==> src/rtl/overlay_mac_pkg.sv <==
// Shared constants, S3 state type and ACC_W saturation bounds for the overlay MAC.
package overlay_mac_pkg;

    localparam int DEF_A_W    = 27;
    localparam int DEF_B_W    = 18;
    localparam int DEF_ACC_W  = 48;
    localparam int DEF_CNT_W  = 8;
    localparam int SAT_CALC_W = 128;

    typedef enum logic {
        ST_FIRST = 1'b0,
        ST_ACC   = 1'b1
    } mac_state_e;

    // Bounds are returned wide; callers keep the low w bits.
    function automatic logic [SAT_CALC_W-1:0] acc_max(input int w);
        return (SAT_CALC_W'(1) << (w - 1)) - SAT_CALC_W'(1);
    endfunction

    function automatic logic [SAT_CALC_W-1:0] acc_min(input int w);
        return ~acc_max(w);
    endfunction

endpackage

==> src/rtl/overlay_mac_if.sv <==
// Operand/result bundle of the overlay MAC; master drives terms, slave returns results.
interface overlay_mac_if import overlay_mac_pkg::*; #(
    parameter int A_W   = DEF_A_W,
    parameter int B_W   = DEF_B_W,
    parameter int ACC_W = DEF_ACC_W,
    parameter int CNT_W = DEF_CNT_W
);
    logic                    in_valid;
    logic                    in_last;
    logic signed [A_W-1:0]   a;
    logic signed [B_W-1:0]   b;
    logic signed [ACC_W-1:0] pcin;
    logic                    cin;
    logic                    out_valid;
    logic signed [ACC_W-1:0] s;
    logic                    cout;
    logic                    ovf;
    logic [CNT_W-1:0]        term_cnt;

    modport master (
        output in_valid, in_last, a, b, pcin, cin,
        input  out_valid, s, cout, ovf, term_cnt
    );

    modport slave (
        input  in_valid, in_last, a, b, pcin, cin,
        output out_valid, s, cout, ovf, term_cnt
    );
endinterface

==> src/rtl/overlay_mac_mult.sv <==
// Stages S1 (operand capture) and S2 (registered signed product) with valid/last tracking.
module overlay_mac_mult import overlay_mac_pkg::*; #(
    parameter int A_W = DEF_A_W,
    parameter int B_W = DEF_B_W,
    localparam int P_W = A_W + B_W
) (
    input  logic                  clk,
    input  logic                  reset,
    input  logic                  flush,
    input  logic                  in_valid,
    input  logic                  in_last,
    input  logic signed [A_W-1:0] a,
    input  logic signed [B_W-1:0] b,
    output logic                  vld_p2,
    output logic                  last_p2,
    output logic signed [P_W-1:0] prod_p2
);
    logic signed [A_W-1:0] a_p1;
    logic signed [B_W-1:0] b_p1;
    logic                  vld_p1;
    logic                  last_p1;

    // S1: operand capture
    always_ff @(posedge clk or negedge reset) begin
        if (!reset) begin
            vld_p1  <= 1'b0;
            last_p1 <= 1'b0;
            a_p1    <= '0;
            b_p1    <= '0;
        end else begin
            vld_p1  <= in_valid & ~flush;
            last_p1 <= in_valid & in_last;
            if (in_valid) begin
                a_p1 <= a;
                b_p1 <= b;
            end
        end
    end

    // S2: full-precision signed product
    always_ff @(posedge clk or negedge reset) begin
        if (!reset) begin
            vld_p2  <= 1'b0;
            last_p2 <= 1'b0;
            prod_p2 <= '0;
        end else begin
            vld_p2  <= vld_p1 & ~flush;
            last_p2 <= last_p1;
            if (vld_p1) begin
                prod_p2 <= P_W'(a_p1) * P_W'(b_p1);
            end
        end
    end
endmodule

==> src/rtl/overlay_mac_pipe.sv <==
// Pipelined signed MAC: S1/S2 in overlay_mac_mult, S3 accumulate + cascade add here.
// Define OVERLAY_MAC_SAT_EN to clamp accumulate and cascade adds instead of wrapping.
module overlay_mac_pipe import overlay_mac_pkg::*; #(
    parameter int A_W   = DEF_A_W,
    parameter int B_W   = DEF_B_W,
    parameter int ACC_W = DEF_ACC_W,
    parameter int CNT_W = DEF_CNT_W
) (
    input  logic         clk,
    input  logic         reset,
    input  logic         flush,
    overlay_mac_if.slave bus
);
    localparam int P_W = A_W + B_W;
    localparam logic [SAT_CALC_W-1:0] MAX_WIDE = acc_max(ACC_W);
    localparam logic [SAT_CALC_W-1:0] MIN_WIDE = acc_min(ACC_W);
    localparam logic signed [ACC_W-1:0] ACC_MAX = MAX_WIDE[ACC_W-1:0];
    localparam logic signed [ACC_W-1:0] ACC_MIN = MIN_WIDE[ACC_W-1:0];

`ifdef OVERLAY_MAC_SAT_EN
    localparam bit SAT_EN = 1'b1;
`else
    localparam bit SAT_EN = 1'b0;
`endif

    // Sums are formed one bit wider; the top two bits differ exactly on overflow.
    function automatic logic ovf_wide(input logic [1:0] top);
        return top[1] ^ top[0];
    endfunction

    function automatic logic signed [ACC_W-1:0] sat_wide(input logic signed [ACC_W:0] v);
        if (v[ACC_W] == v[ACC_W-1]) return v[ACC_W-1:0];
        else if (v[ACC_W])          return ACC_MIN;
        else                        return ACC_MAX;
    endfunction

    logic                    vld_p2;
    logic                    last_p2;
    logic signed [P_W-1:0]   prod_p2;

    mac_state_e              state, state_nxt;
    logic                    first;
    logic signed [ACC_W-1:0] acc, acc_base, acc_new, prod_ext, s_new;
    logic signed [ACC_W:0]   acc_sum, fin_sum;
    logic                    ovf_acc, ovf_base, ovf_new, ovf_fin, fin_ovf, cout_new;
    logic [CNT_W-1:0]        cnt, cnt_base, cnt_new;

    overlay_mac_mult #(.A_W(A_W), .B_W(B_W)) u_mult (
        .clk      (clk),
        .reset    (reset),
        .flush    (flush),
        .in_valid (bus.in_valid),
        .in_last  (bus.in_last),
        .a        (bus.a),
        .b        (bus.b),
        .vld_p2   (vld_p2),
        .last_p2  (last_p2),
        .prod_p2  (prod_p2)
    );

    assign prod_ext = ACC_W'(prod_p2);

    always_comb begin
        state_nxt = state;
        first     = (state == ST_FIRST);
        acc_base  = first ? '0 : acc;
        ovf_base  = first ? 1'b0 : ovf_acc;
        cnt_base  = first ? '0 : cnt;

        acc_sum = {acc_base[ACC_W-1], acc_base} + {prod_ext[ACC_W-1], prod_ext};
        acc_new = SAT_EN ? sat_wide(acc_sum) : acc_sum[ACC_W-1:0];
        ovf_new = ovf_base | ovf_wide(acc_sum[ACC_W -: 2]);
        cnt_new = (&cnt_base) ? cnt_base : cnt_base + CNT_W'(1);

        fin_sum = {acc_new[ACC_W-1], acc_new} + {bus.pcin[ACC_W-1], bus.pcin}
                + (ACC_W+1)'(bus.cin);
        fin_ovf = ovf_wide(fin_sum[ACC_W -: 2]);
        s_new   = SAT_EN ? sat_wide(fin_sum) : fin_sum[ACC_W-1:0];
        ovf_fin = ovf_new | fin_ovf;
        // Unsigned carry recovered from the sign-extended sum: top bit = sa ^ sp ^ carry.
        cout_new = (SAT_EN && fin_ovf) ? 1'b0
                 : fin_sum[ACC_W] ^ acc_new[ACC_W-1] ^ bus.pcin[ACC_W-1];

        if (vld_p2) state_nxt = last_p2 ? ST_FIRST : ST_ACC;
        if (flush)  state_nxt = ST_FIRST;
    end

    always_ff @(posedge clk or negedge reset) begin
        if (!reset) state <= ST_FIRST;
        else        state <= state_nxt;
    end

    // S3: accumulate, cascade add, result registers
    always_ff @(posedge clk or negedge reset) begin
        if (!reset) begin
            acc          <= '0;
            ovf_acc      <= 1'b0;
            cnt          <= '0;
            bus.out_valid <= 1'b0;
            bus.s        <= '0;
            bus.cout     <= 1'b0;
            bus.ovf      <= 1'b0;
            bus.term_cnt <= '0;
        end else if (flush) begin
            acc          <= '0;
            ovf_acc      <= 1'b0;
            cnt          <= '0;
            bus.out_valid <= 1'b0;
        end else begin
            bus.out_valid <= vld_p2 & last_p2;
            if (vld_p2) begin
                acc     <= acc_new;
                ovf_acc <= ovf_new;
                cnt     <= cnt_new;
                if (last_p2) begin
                    bus.s        <= s_new;
                    bus.cout     <= cout_new;
                    bus.ovf      <= ovf_fin;
                    bus.term_cnt <= cnt_new;
                end
            end
        end
    end
endmodule

==> src/flat_wrapper.sv <==
// flat-port wrapper written by rule: the top's interface ports become plain ports
module overlay_mac_pipe_flat import overlay_mac_pkg::*;
#(
    parameter int A_W   = DEF_A_W,
    parameter int B_W   = DEF_B_W,
    parameter int ACC_W = DEF_ACC_W,
    parameter int CNT_W = DEF_CNT_W
)
  (clk, reset, flush, bus_in_valid, bus_in_last, bus_a, bus_b, bus_pcin, bus_cin, bus_out_valid, bus_s, bus_cout, bus_ovf, bus_term_cnt);
  overlay_mac_if #(.A_W(A_W), .B_W(B_W), .ACC_W(ACC_W), .CNT_W(CNT_W)) bus_i ();
  input  logic clk;
  input  logic reset;
  input  logic flush;
  input wire logic [$bits(bus_i.in_valid)-1:0] bus_in_valid;
  input wire logic [$bits(bus_i.in_last)-1:0] bus_in_last;
  input wire logic [$bits(bus_i.a)-1:0] bus_a;
  input wire logic [$bits(bus_i.b)-1:0] bus_b;
  input wire logic [$bits(bus_i.pcin)-1:0] bus_pcin;
  input wire logic [$bits(bus_i.cin)-1:0] bus_cin;
  output wire logic [$bits(bus_i.out_valid)-1:0] bus_out_valid;
  output wire logic [$bits(bus_i.s)-1:0] bus_s;
  output wire logic [$bits(bus_i.cout)-1:0] bus_cout;
  output wire logic [$bits(bus_i.ovf)-1:0] bus_ovf;
  output wire logic [$bits(bus_i.term_cnt)-1:0] bus_term_cnt;
  assign bus_i.in_valid = bus_in_valid;
  assign bus_i.in_last = bus_in_last;
  assign bus_i.a = bus_a;
  assign bus_i.b = bus_b;
  assign bus_i.pcin = bus_pcin;
  assign bus_i.cin = bus_cin;
  assign bus_out_valid = bus_i.out_valid;
  assign bus_s = bus_i.s;
  assign bus_cout = bus_i.cout;
  assign bus_ovf = bus_i.ovf;
  assign bus_term_cnt = bus_i.term_cnt;
  overlay_mac_pipe #(.A_W(A_W), .B_W(B_W), .ACC_W(ACC_W), .CNT_W(CNT_W)) u_core (.clk(clk), .reset(reset), .flush(flush), .bus(bus_i));
endmodule
==> config.mk <==
export PLATFORM = sky130hd
export DESIGN_NAME = overlay_mac_pipe_flat
export DESIGN_NICKNAME = d
export VERILOG_FILES = /design/src/rtl/overlay_mac_pkg.sv /design/src/rtl/overlay_mac_if.sv /design/src/rtl/overlay_mac_mult.sv /design/src/rtl/overlay_mac_pipe.sv /design/src/flat_wrapper.sv
export SDC_FILE = /design/constraint.sdc
export NUM_CORES = 2
export LEC_CHECK = 0
export ABC_AREA = 0
export CAP_MARGIN = 40
export CORE_UTILIZATION = 25
export DETAILED_ROUTE_END_ITERATION = 6
export HOLD_SLACK_MARGIN = 0.06
export PLACE_DENSITY = 0.42
export SLEW_MARGIN = 20
export SYNTH_ARGS = -nofsm -noshare
export SYNTH_HDL_FRONTEND = slang
export SYNTH_SLANG_ARGS = --single-unit
==> constraint.sdc <==
create_clock -name clk -period 6.6 [get_ports clk]
set_clock_uncertainty 0.15 [all_clocks]
set_input_delay 0.66 -clock clk [delete_from_list [all_inputs] [get_ports clk]]
set_output_delay 0.66 -clock clk [all_outputs]
set_load 0.005 [all_outputs]
==> run summary <==
#FFs+latches synth -> 211
Post-synth EDFFs -> 0
cell area after layout -> 0.0374 mm²
Die X -> 352 µm
post-route setup slack -> -77.8 ps
final hold vios -> 0
critical path class -> flop to flop
clock root cell -> clkbuf_16
top_reg_cell synth -> dfrtp_1
Slew HR -> 0.462
clk buf depth -> 3
Worst EP arrival -> 7020 ps
DIE HEIGHT -> 352 µm
Ports -> 158
largest cells by area after synthesis -> fa_1, dfrtp_1, ha_1
Hold WS -> 203 ps
Die ar. -> 0.124 mm²
syn nets -> 4142
Post-Synth XOR/XNOR Area -> 0.0398
placer congestion estimate -> 0.833
met3 usage -> 0.0156
Post-Syn Instances -> 3360
CP required -> 6940 ps
critical path's largest stage delay -> 560 ps
Core Area -> 0.121 mm²
Synth Area per Inst -> 9.10 µm²
yosys warns -> 0
Starting Density -> 0.253
area grow syn2layout -> 22.3%
via/cell ratio -> 4.39
largest net degree at the start of global routing -> 77
share of the synthesized area in the top cell type -> 0.312
Synth area leader -> fa_1
antenna violations before repair -> 8
met1 usage -> 0.208
Clock Latency Late Sink -> 640 ps
failing checks -> negative setup slack
combinational family with the most area after synthesis -> adder cells
setup_tns -> -321 ps
layout cells sized above 1 -> 0.137
compound-gate portion of the synthesized area -> 0.107
simple-gate share of the synthesized area -> 0.150
DP Area -> 0.0357 mm²
post-synthesis mux area share -> 0.0423
Syn Std Cell Area -> 0.0306 mm²
DR DRC count -> 0
commonest non-fill, non-tap cell in the layout -> inv_1
Finish-stage setup viols -> 5
Crit path top cell by count -> fa_1
WL per Instance -> 17.4 µm
detailed-route wire length -> 91700 µm
routed via count -> 23141
Initial DRC Count -> 1050
H-tree level count -> 1
PortBufs -> 157
status -> finished with violations
Total Nets Final -> 4417
Unique masters post-synth -> 69
largest fanout on the critical path -> 5
fin crit share -> 1.01
post-route ant nets -> 0
Async S/R FF share, synth -> 1.00
Num CTS Buffers -> 28
fillcell total -> 12761
grt met2 use -> 0.263
Tmin final -> 6680 ps
Final Slew Violations -> 0
Rows -> 127
GRT overflow -> 0
most frequent cells in the layout -> inv_1, fa_1, nand2_1
RSZ-0062 raised after global routing -> yes
first-pass GRT wire length -> 146000 µm
number of global-route vias before repair -> 25096
Max Cap Viol -> 0
Hold Path Class -> flop to flop
kind of end point of the critical path -> flop
DR pass1 iterations -> 5
sequential element share of the synthesized area -> 0.173
Slowest-stage cell, CP -> dfrtp_4
Startpoint Class -> flop
GR Util All Layers -> 0.153
Worst-Margin Slew -> 806 ps
synthesized-area fraction occupied by adder cells -> 0.397
total clock sinks -> 211
busiest metal layer after global routing -> met2
TritonCTS clock tree -> done
hpwl dp -> 75800 µm
Fmax achieved -> 150 MHz
Worst-path clk slew -> 60 ps
[layout make-up]
type,count,area (µm²),area share
clock inverters,17,209,0.00559
flip-flops and latches,211,5310,0.142
diodes,1,2.50,0.0000669
inverters,579,2170,0.0581
well taps,1612,2020,0.0539
clock buffers,34,753,0.0201
multi-input cells,2399,22900,0.614
repair buffers,416,3990,0.107
[metal layers]
metal | wire [µm] | up-vias
met2 | 43900 | 321
li1 | - | 11116
met3 | 2770 | 79
met1 | 43300 | 11625
met4 | 1710 | 0
met5 | 0 | -
[cell families (layout without fill, tap and decap cells)]
family	after synthesis	count (layout)
adder cells (fa/ha/maj)	683	683
other	0	1
AND/OR/NAND/NOR	959	959
flip-flops	211	211
XOR/XNOR	139	139
buffers and inverters	750	1046
AO/OA/AOI/OAI	498	498
multiplexers	120	120
[worst paths after layout]
check,from,end,cells past startpoint,slack [ps]
max,u_core.u_mult.b_p1[12]$_DFFE_PN0P_,u_core.u_mult.prod_p2[42]$_DFFE_PN0P_,25,-80
min,u_core.u_mult.last_p1$_DFF_PN0_,u_core.u_mult.last_p2$_DFF_PN0_,0,200
max reg2reg,u_core.u_mult.b_p1[12]$_DFFE_PN0P_,u_core.u_mult.prod_p2[42]$_DFFE_PN0P_,25,-80
min reg2reg,u_core.u_mult.last_p1$_DFF_PN0_,u_core.u_mult.last_p2$_DFF_PN0_,0,200
max in group asynchronous,reset,u_core.u_mult.b_p1[12]$_DFFE_PN0P_,3,4570
min in group asynchronous,reset,u_core.bus.term_cnt[6]$_DFFE_PN0P_,2,440
[metrics by stage]
step | worst slack, ps | instances | utilization
2_1_floorplan | 50.4 | 3360 | -
3_3_place_gp | -524 | 5192 | 0.295
3_5_place_dp | -533 | 5194 | 0.296
4_1_cts | -65.7 | 5264 | 0.308
5_1_grt | -278 | 5269 | 0.310
6_report | -77.8 | 5269 | 0.310
[Yosys cell counts, drive strengths merged (5+ instances only)]
| cell type | n |
|---|---|
| inv | 577 |
| fa | 476 |
| nand2 | 417 |
| and2 | 243 |
| dfrtp | 211 |
| ha | 207 |
| clkbuf | 162 |
| nor2 | 143 |
| a21oi | 129 |
| o21ai | 113 |
| a21o | 97 |
| xnor2 | 85 |
| mux2 | 74 |
| xor2 | 54 |
| mux2i | 46 |
| nand3 | 29 |
| o21bai | 26 |
| nand2b | 24 |
| o21a | 22 |
| nand4 | 20 |
| and3 | 19 |
| nor3 | 18 |
| a31oi | 17 |
| nor2b | 16 |
| o31ai | 12 |
| a211oi | 10 |
| o211ai | 10 |
| buf | 9 |
| a21boi | 8 |
| a211o | 7 |
| a221oi | 5 |
| and4 | 5 |
| nor4 | 5 |
| or3 | 5 |
[critical path: cells and delay by family (launching register included)]
| family | cells | cell delay (ps) |
|---|---|---|
| simple gates | 3 | 270 |
| mux | 1 | 260 |
| fa+ha+maj | 7 | 3230 |
| buf+inv | 6 | 490 |
| flops | 1 | 560 |
| xor+xnor | 1 | 150 |
| compound gates | 7 | 1420 |
[sequential cells by signal (all words and copies together) (netlist names), 8 cells and up]
signal / count
u_core.acc: 48
u_core.bus.s: 48
u_core.u_mult.prod_p2: 45
u_core.u_mult.a_p1: 27
u_core.u_mult.b_p1: 18
u_core.bus.term_cnt: 8
u_core.cnt: 8
[repair_timing]
action	in CTS	in global routing
gates cloned	0	1
pin swaps	32	29
setup buffers	18	5
endpoints found under the setup margin	13	24
hold buffers	1	0
resized for setup	86	53
hold endpoints to repair	73	0
Power is not shown: default switching activity piles up to over one toggle a cycle in this logic, so the estimate is an artifact.
